[src/rtl/nlf_enum_pkg.sv]
// Shared definitions for the non-linear filter preimage enumerator.
//   nlf_enum_state_t : enumerator FSM states (IDLE, SCAN, DONE)
//   CRYPTO1_FC       : Crypto1 Fc filter truth table (5 inputs, bit x = f(x))
//   tt_width(n)      : truth-table width for an n-input function (2**n)
package nlf_enum_pkg;

    typedef enum logic [1:0] {
        IDLE,
        SCAN,
        DONE
    } nlf_enum_state_t;

    localparam logic [31:0] CRYPTO1_FC = 32'hEC57E80A;

    function automatic int tt_width(input int n);
        return 1 << n;
    endfunction

endpackage

[src/rtl/nlf_preimage_enum_lsb_find.sv]
// Combinational lowest-set-bit encoder.
// Ports:
//   i_vec       in  WIDTH          vector to scan
//   o_index     out $clog2(WIDTH)  index of the lowest set bit (0 when i_vec is zero)
//   o_valid     out 1              at least one bit of i_vec is set
//   o_is_single out 1              exactly one bit of i_vec is set
module lsb_find #(
    parameter int WIDTH = 32
) (
    input  logic [WIDTH-1:0]         i_vec,
    output logic [$clog2(WIDTH)-1:0] o_index,
    output logic                     o_valid,
    output logic                     o_is_single
);
    localparam int IDX_W = $clog2(WIDTH);

    // Scanning downwards lets the lowest set bit be the last one written.
    always_comb begin
        o_index = '0;
        for (int i = WIDTH - 1; i >= 0; i--) begin
            if (i_vec[i]) begin
                o_index = IDX_W'(i);
            end
        end
    end

    assign o_valid     = |i_vec;
    // Clearing the lowest set bit leaves zero only if it was the sole one.
    assign o_is_single = o_valid && ((i_vec & (i_vec - WIDTH'(1))) == '0);

endmodule

[src/rtl/nlf_preimage_enum.sv]
// Preimage enumerator for an N_IN-input non-linear filter function given as
// a truth table FN. A request selects the target output bit; every input
// vector x with FN[x] == req_bit is then streamed in ascending order, one per
// accepted beat, followed by a one-cycle done pulse.
// Optional build macro: NLF_ENUM_COUNT_EN -- when defined, match_cnt reports
// the number of preimages for the last accepted request; otherwise it is 0.
// Ports:
//   CLK        in   1       clock, rising edge
//   RESETn     in   1       asynchronous active-low reset
//   req_valid  in   1       request present
//   req_bit    in   1       target output bit
//   req_ready  out  1       request can be accepted (IDLE)
//   abort      in   1       drop the current enumeration
//   out_valid  out  1       out_data holds a preimage
//   out_ready  in   1       consumer accepts out_data
//   out_data   out  N_IN    current preimage
//   out_last   out  1       out_data is the final preimage
//   done       out  1       one-cycle completion pulse
//   empty      out  1       qualifies done: no preimages existed
//   match_cnt  out  N_IN+1  preimage count of the accepted request
module nlf_preimage_enum
    import nlf_enum_pkg::*;
#(
    parameter int                        N_IN = 5,
    parameter logic [tt_width(N_IN)-1:0] FN   = (tt_width(N_IN))'(CRYPTO1_FC)
) (
    input  logic            CLK,
    input  logic            RESETn,
    input  logic            req_valid,
    input  logic            req_bit,
    output logic            req_ready,
    input  logic            abort,
    output logic            out_valid,
    input  logic            out_ready,
    output logic [N_IN-1:0] out_data,
    output logic            out_last,
    output logic            done,
    output logic            empty,
    output logic [N_IN:0]   match_cnt
);
    localparam int TT_W = tt_width(N_IN);

    nlf_enum_state_t r_state;
    nlf_enum_state_t w_state_nxt;
    logic [TT_W-1:0] r_mask;
    logic [TT_W-1:0] w_sel;
    logic [TT_W-1:0] w_mask_clr;
    logic [N_IN-1:0] w_index;
    logic            w_any;
    logic            w_single;
    logic            w_accept;
    logic            w_beat;
    logic            r_empty;

    // Pending-preimage set: bit x set means x is still to be emitted.
    assign w_sel      = req_bit ? FN : ~FN;
    assign w_accept   = (r_state == IDLE) && req_valid;
    // Abort wins over a simultaneous handshake, so that beat is not consumed.
    assign w_beat     = (r_state == SCAN) && out_ready && !abort;
    assign w_mask_clr = r_mask & (r_mask - TT_W'(1));

    lsb_find #(
        .WIDTH(TT_W)
    ) u_lsb_find (
        .i_vec      (r_mask),
        .o_index    (w_index),
        .o_valid    (w_any),
        .o_is_single(w_single)
    );

    always_ff @(posedge CLK or negedge RESETn) begin
        if (!RESETn) begin
            r_state <= IDLE;
        end else begin
            r_state <= w_state_nxt;
        end
    end

    always_comb begin
        w_state_nxt = r_state;
        unique case (r_state)
            IDLE: begin
                if (req_valid) begin
                    w_state_nxt = (w_sel == '0) ? DONE : SCAN;
                end
            end
            SCAN: begin
                if (abort) begin
                    w_state_nxt = IDLE;
                end else if (out_ready && w_single) begin
                    w_state_nxt = DONE;
                end
            end
            DONE:    w_state_nxt = IDLE;
            default: w_state_nxt = IDLE;
        endcase
    end

    always_comb begin
        req_ready = (r_state == IDLE);
        out_valid = (r_state == SCAN) && w_any;
        out_last  = (r_state == SCAN) && w_single;
        done      = (r_state == DONE);
    end

    assign out_data = w_index;
    assign empty    = r_empty;

    always_ff @(posedge CLK or negedge RESETn) begin
        if (!RESETn) begin
            r_mask <= '0;
        end else if (w_accept) begin
            r_mask <= w_sel;
        end else if (abort && (r_state != IDLE)) begin
            r_mask <= '0;
        end else if (w_beat) begin
            r_mask <= w_mask_clr;
        end
    end

    // empty is only meaningful alongside done; drop it when leaving DONE.
    always_ff @(posedge CLK or negedge RESETn) begin
        if (!RESETn) begin
            r_empty <= 1'b0;
        end else if (w_accept) begin
            r_empty <= (w_sel == '0);
        end else if (r_state == DONE) begin
            r_empty <= 1'b0;
        end
    end

`ifdef NLF_ENUM_COUNT_EN
    function automatic logic [N_IN:0] popcount(input logic [TT_W-1:0] v);
        logic [N_IN:0] c;
        c = '0;
        for (int i = 0; i < TT_W; i++) begin
            c = c + (N_IN + 1)'(v[i]);
        end
        return c;
    endfunction

    logic [N_IN:0] r_match_cnt;

    always_ff @(posedge CLK or negedge RESETn) begin
        if (!RESETn) begin
            r_match_cnt <= '0;
        end else if (w_accept) begin
            r_match_cnt <= popcount(w_sel);
        end
    end

    assign match_cnt = r_match_cnt;
`else
    assign match_cnt = '0;
`endif

endmodule

[config.mk]
export PLATFORM = sky130hd
export DESIGN_NAME = nlf_preimage_enum
export DESIGN_NICKNAME = d
export VERILOG_FILES = /design/src/rtl/nlf_enum_pkg.sv /design/src/rtl/nlf_preimage_enum_lsb_find.sv /design/src/rtl/nlf_preimage_enum.sv
export SDC_FILE = /design/constraint.sdc
export NUM_CORES = 1
export LEC_CHECK = 0
export BUFFER_PORTS_ARGS = -buffer_cell sky130_fd_sc_hd__buf_2
export CAP_MARGIN = 5
export CORE_ASPECT_RATIO = 1.5
export CORE_MARGIN = 2
export CORE_UTILIZATION = 59
export DETAILED_ROUTE_END_ITERATION = 8
export PLACE_DENSITY = 0.79
export SYNTH_ARGS = -nofsm -noshare
export SYNTH_HDL_FRONTEND = slang
export SYNTH_HIERARCHICAL = 1
export SYNTH_SLANG_ARGS = --single-unit
export TNS_END_PERCENT = 30
[constraint.sdc]
create_clock -name CLK -period 3.05 [get_ports CLK]
set_input_delay 0.1525 -clock CLK [delete_from_list [all_inputs] [get_ports CLK]]
set_output_delay 0.1525 -clock CLK [all_outputs]
set_load 0.03 [all_outputs]
==> impl_results.md <==
* Final ANT Viol Nets at 0
* GRT Overall Usage at between 20 and 30%
* Die height at slightly above 80 um
* Avg Inst Size Synth at between 8 and 9 um2
* FF-to-FF setup slack at ~0.55 ns
* Filler instances at about 330
* Gr ovfl total at 0
* Setup Skew at 0.004474 ns
* Vias per cell at about 6.6
* Gate power share at around a third
* Number of instances in the placed design at 340
* Synthesized instance count at 280
* Net count, final at approximately 310
* Max cap viols at 0
* Global-route wire length before repair at between 9000 and 10,000 um
* Synth Register Bits at 34
* Worst-Margin Slew at just under 0.8 ns
* Hold WC Path Type: primary input to flop
* Clock edge transition at the registers on the reported setup and hold paths at about 0.070 ns
* Internal Power at around 900 uW
* Fin crit period at 2.895 ns
* Final hold violations at 0
* Worst skew pair latency at roughly 0.28 ns
* Ratio of cells with drive above 1 in the final layout at between 10% and 20%
* Detailed Route Iter0 Violations at around 180
* Final worst slack at 0.1547 ns
* Clock Power Share at between 20% and 30%
* Post-Place Setup Slack at about 0.37 ns
* Slew Limit Fails at 0
* Routed vias at 2,331
* Sink Count at 34
* Port-buffer cells at 14
* Arrival time at the worst endpoint at roughly 2.7 ns
* H-tree depth at 2
* Clk root buf: clkbuf_8
* Synth Flop Type: dfrtp_1
* YS warnings at 6
* Register share of total power at a little over two fifths
* Initial antenna violation count at 0
* Die width at roughly 55 um
* Die ar. at between 4000 and 5000 um2
* Most frequent cells in the layout: a21oi_1 (39), nor2_1 (31), dfrtp_1 (29)
* Antenna Cells at 0
* CTS tree: yes
* Row cnt at 28
* Drt pass-1 iters at 5
* Period utilization at a little over nine tenths
* Max Buffers Root-to-Sink at 2
* Post-synth EDFFs at 0
* RD Place Congestion at between 0.9 and 1
* Hold_ws at 0.2322 ns
* Initial Util at around three fifths
* Worst EP required at just under 3 ns
* Core footprint at between 3000 and 4000 um2
* Final setup violation count at 0
* I/O Pins at 22
* Design area at 2639 um2
* Ys async rst share at between 90% and 100%
* DRC Markers at 0
* Peak supply drop at around 0.46 mV
* Commonest non-fill, non-tap cell in the layout: a21oi_1
* Net switching fraction of the power at approximately two fifths
* DP Wirelength at approximately 4300 um
* DR WL/cell at roughly 17 um
* Status: finished clean
* Critical path endpoint category: output pin
* Startpoint Class: flop
* F_max at approximately 350 MHz
* Distinct cells, synth at just over 60
* Seq/Total Area, Yosys at a little over a third
* Vias in the first global route at between 2,000 and 2,500
* Largest net degree at the start of global routing at 35
* Final std cells w/o fill at ~350
* Area after DPL at between 2000 and 2500 um2
* Post-Route WL at just over 6000 um
* Synth-to-layout area growth at 13.33%
* Switch Pwr at approximately 580 uW
* CTS Buf Count at 5
* Crit path kind: flop to output pin
* CP max FO at 11
* Mapped Area at 2328 um2
* Setup TNS at 0 ns
* Slew HR at between 40% and 50%
* Pleak at 1.138 nW
* PD cells at 557.6 nW/um2
[timing repair]
action,CTS,global route
gates resized for setup,0,9
endpoints found under the setup margin,0,1
hold buffers,1,0
hold endpoints to repair,34,0
buffers inserted,0,3
[worst max-delay path, stage by stage (launching register included)]
cell and delay (ns):
dfrtp_2 0.49, nor4_4 0.36, nand4_2 0.19, or3_1 0.36, a21oi_1 0.15, o2111ai_1 0.17, nor4_4 0.36, and3b_1 0.19
buf_2 0.19
[through the flow]
stage               utilization [%]  total power, mW
CTS                           66.98            1.443
floorplan                         -           0.9587
detailed placement            64.35            1.103
global placement              64.35            1.090
finish                        68.47            1.471
global route                  68.47            1.557
[layer usage]
metal | track usage (%) | vias to the layer above | part of all wire [%]
met1 | 33.33 | 1109 | 41
met5 | 0 | - | 0
met2 | 49.29 | 102 | 51
li1 | - | 1103 | -
met3 | 4.777 | 17 | 4.8
met4 | 11.71 | 0 | 3.0
[layout make-up]
class	count	area, um2	area share (%)
flip-flops and latches	34	857.1	32.48
clock buffers	7	86.33	3.272
well taps	45	56.30	2.134
multi-input cells	224	1396	52.92
inverters	10	37.54	1.422
clock inverters	1	5.005	0.1897
repair buffers	31	200.2	7.587
[registers in the layout, indices dropped and copies added (netlist names)]
register  cells
r_mask       32
r_state       2
[final timing paths]
path	endpoint	cells after the start	startpoint
worst max-delay path	out_last	8	r_mask[6]
worst min-delay path	r_state[0]	3	req_valid
worst max register to register	r_state[0]	9	r_mask[6]
worst min register to register	r_state[0]	1	r_state[1]
max in group asynchronous	r_mask[4]	2	RESETn
min in group asynchronous	r_mask[17]	2	RESETn
[power by group through the flow]
stage	clock [mW]	combinational [mW]	sequential, mW
finish	0.339	0.520	0.613
global route	0.366	0.568	0.623
CTS	0.344	0.495	0.603
detailed placement	0	0.492	0.611
global placement	0	0.482	0.608
floorplan	0	0.366	0.593
[cell usage after synthesis, types with 4 or more instances]
master	n	area share [%]
nand2_1	26	4.2
nand3_1	5	1.1
dfrtp_1	34	37
o211ai_1	5	1.6
o31ai_1	5	1.6
o311ai_0	5	1.9
nor4_1	13	3.5
clkbuf_1	6	0.97
nor3_1	11	2.4
o21ai_0	11	2.4
buf_4	7	2.3
nor2_1	31	5.0
or3_1	4	1.1
inv_1	10	1.6
a21oi_1	39	8.4
[cells by family after synthesis]
| logic type | after synthesis | synth area share (%) |
|---|---|---|
| other | 1 | 0.1610 |
| muxes | 2 | 0.8598 |
| and+or+nand+nor | 122 | 30.95 |
| adders and majority gates | 3 | 1.290 |
| DFF | 34 | 36.54 |
| AOI/OAI and AO/OA | 90 | 24.34 |
| buffers and inverters | 28 | 5.857 |
No activity file was read; power rests on OpenSTA's default activity.
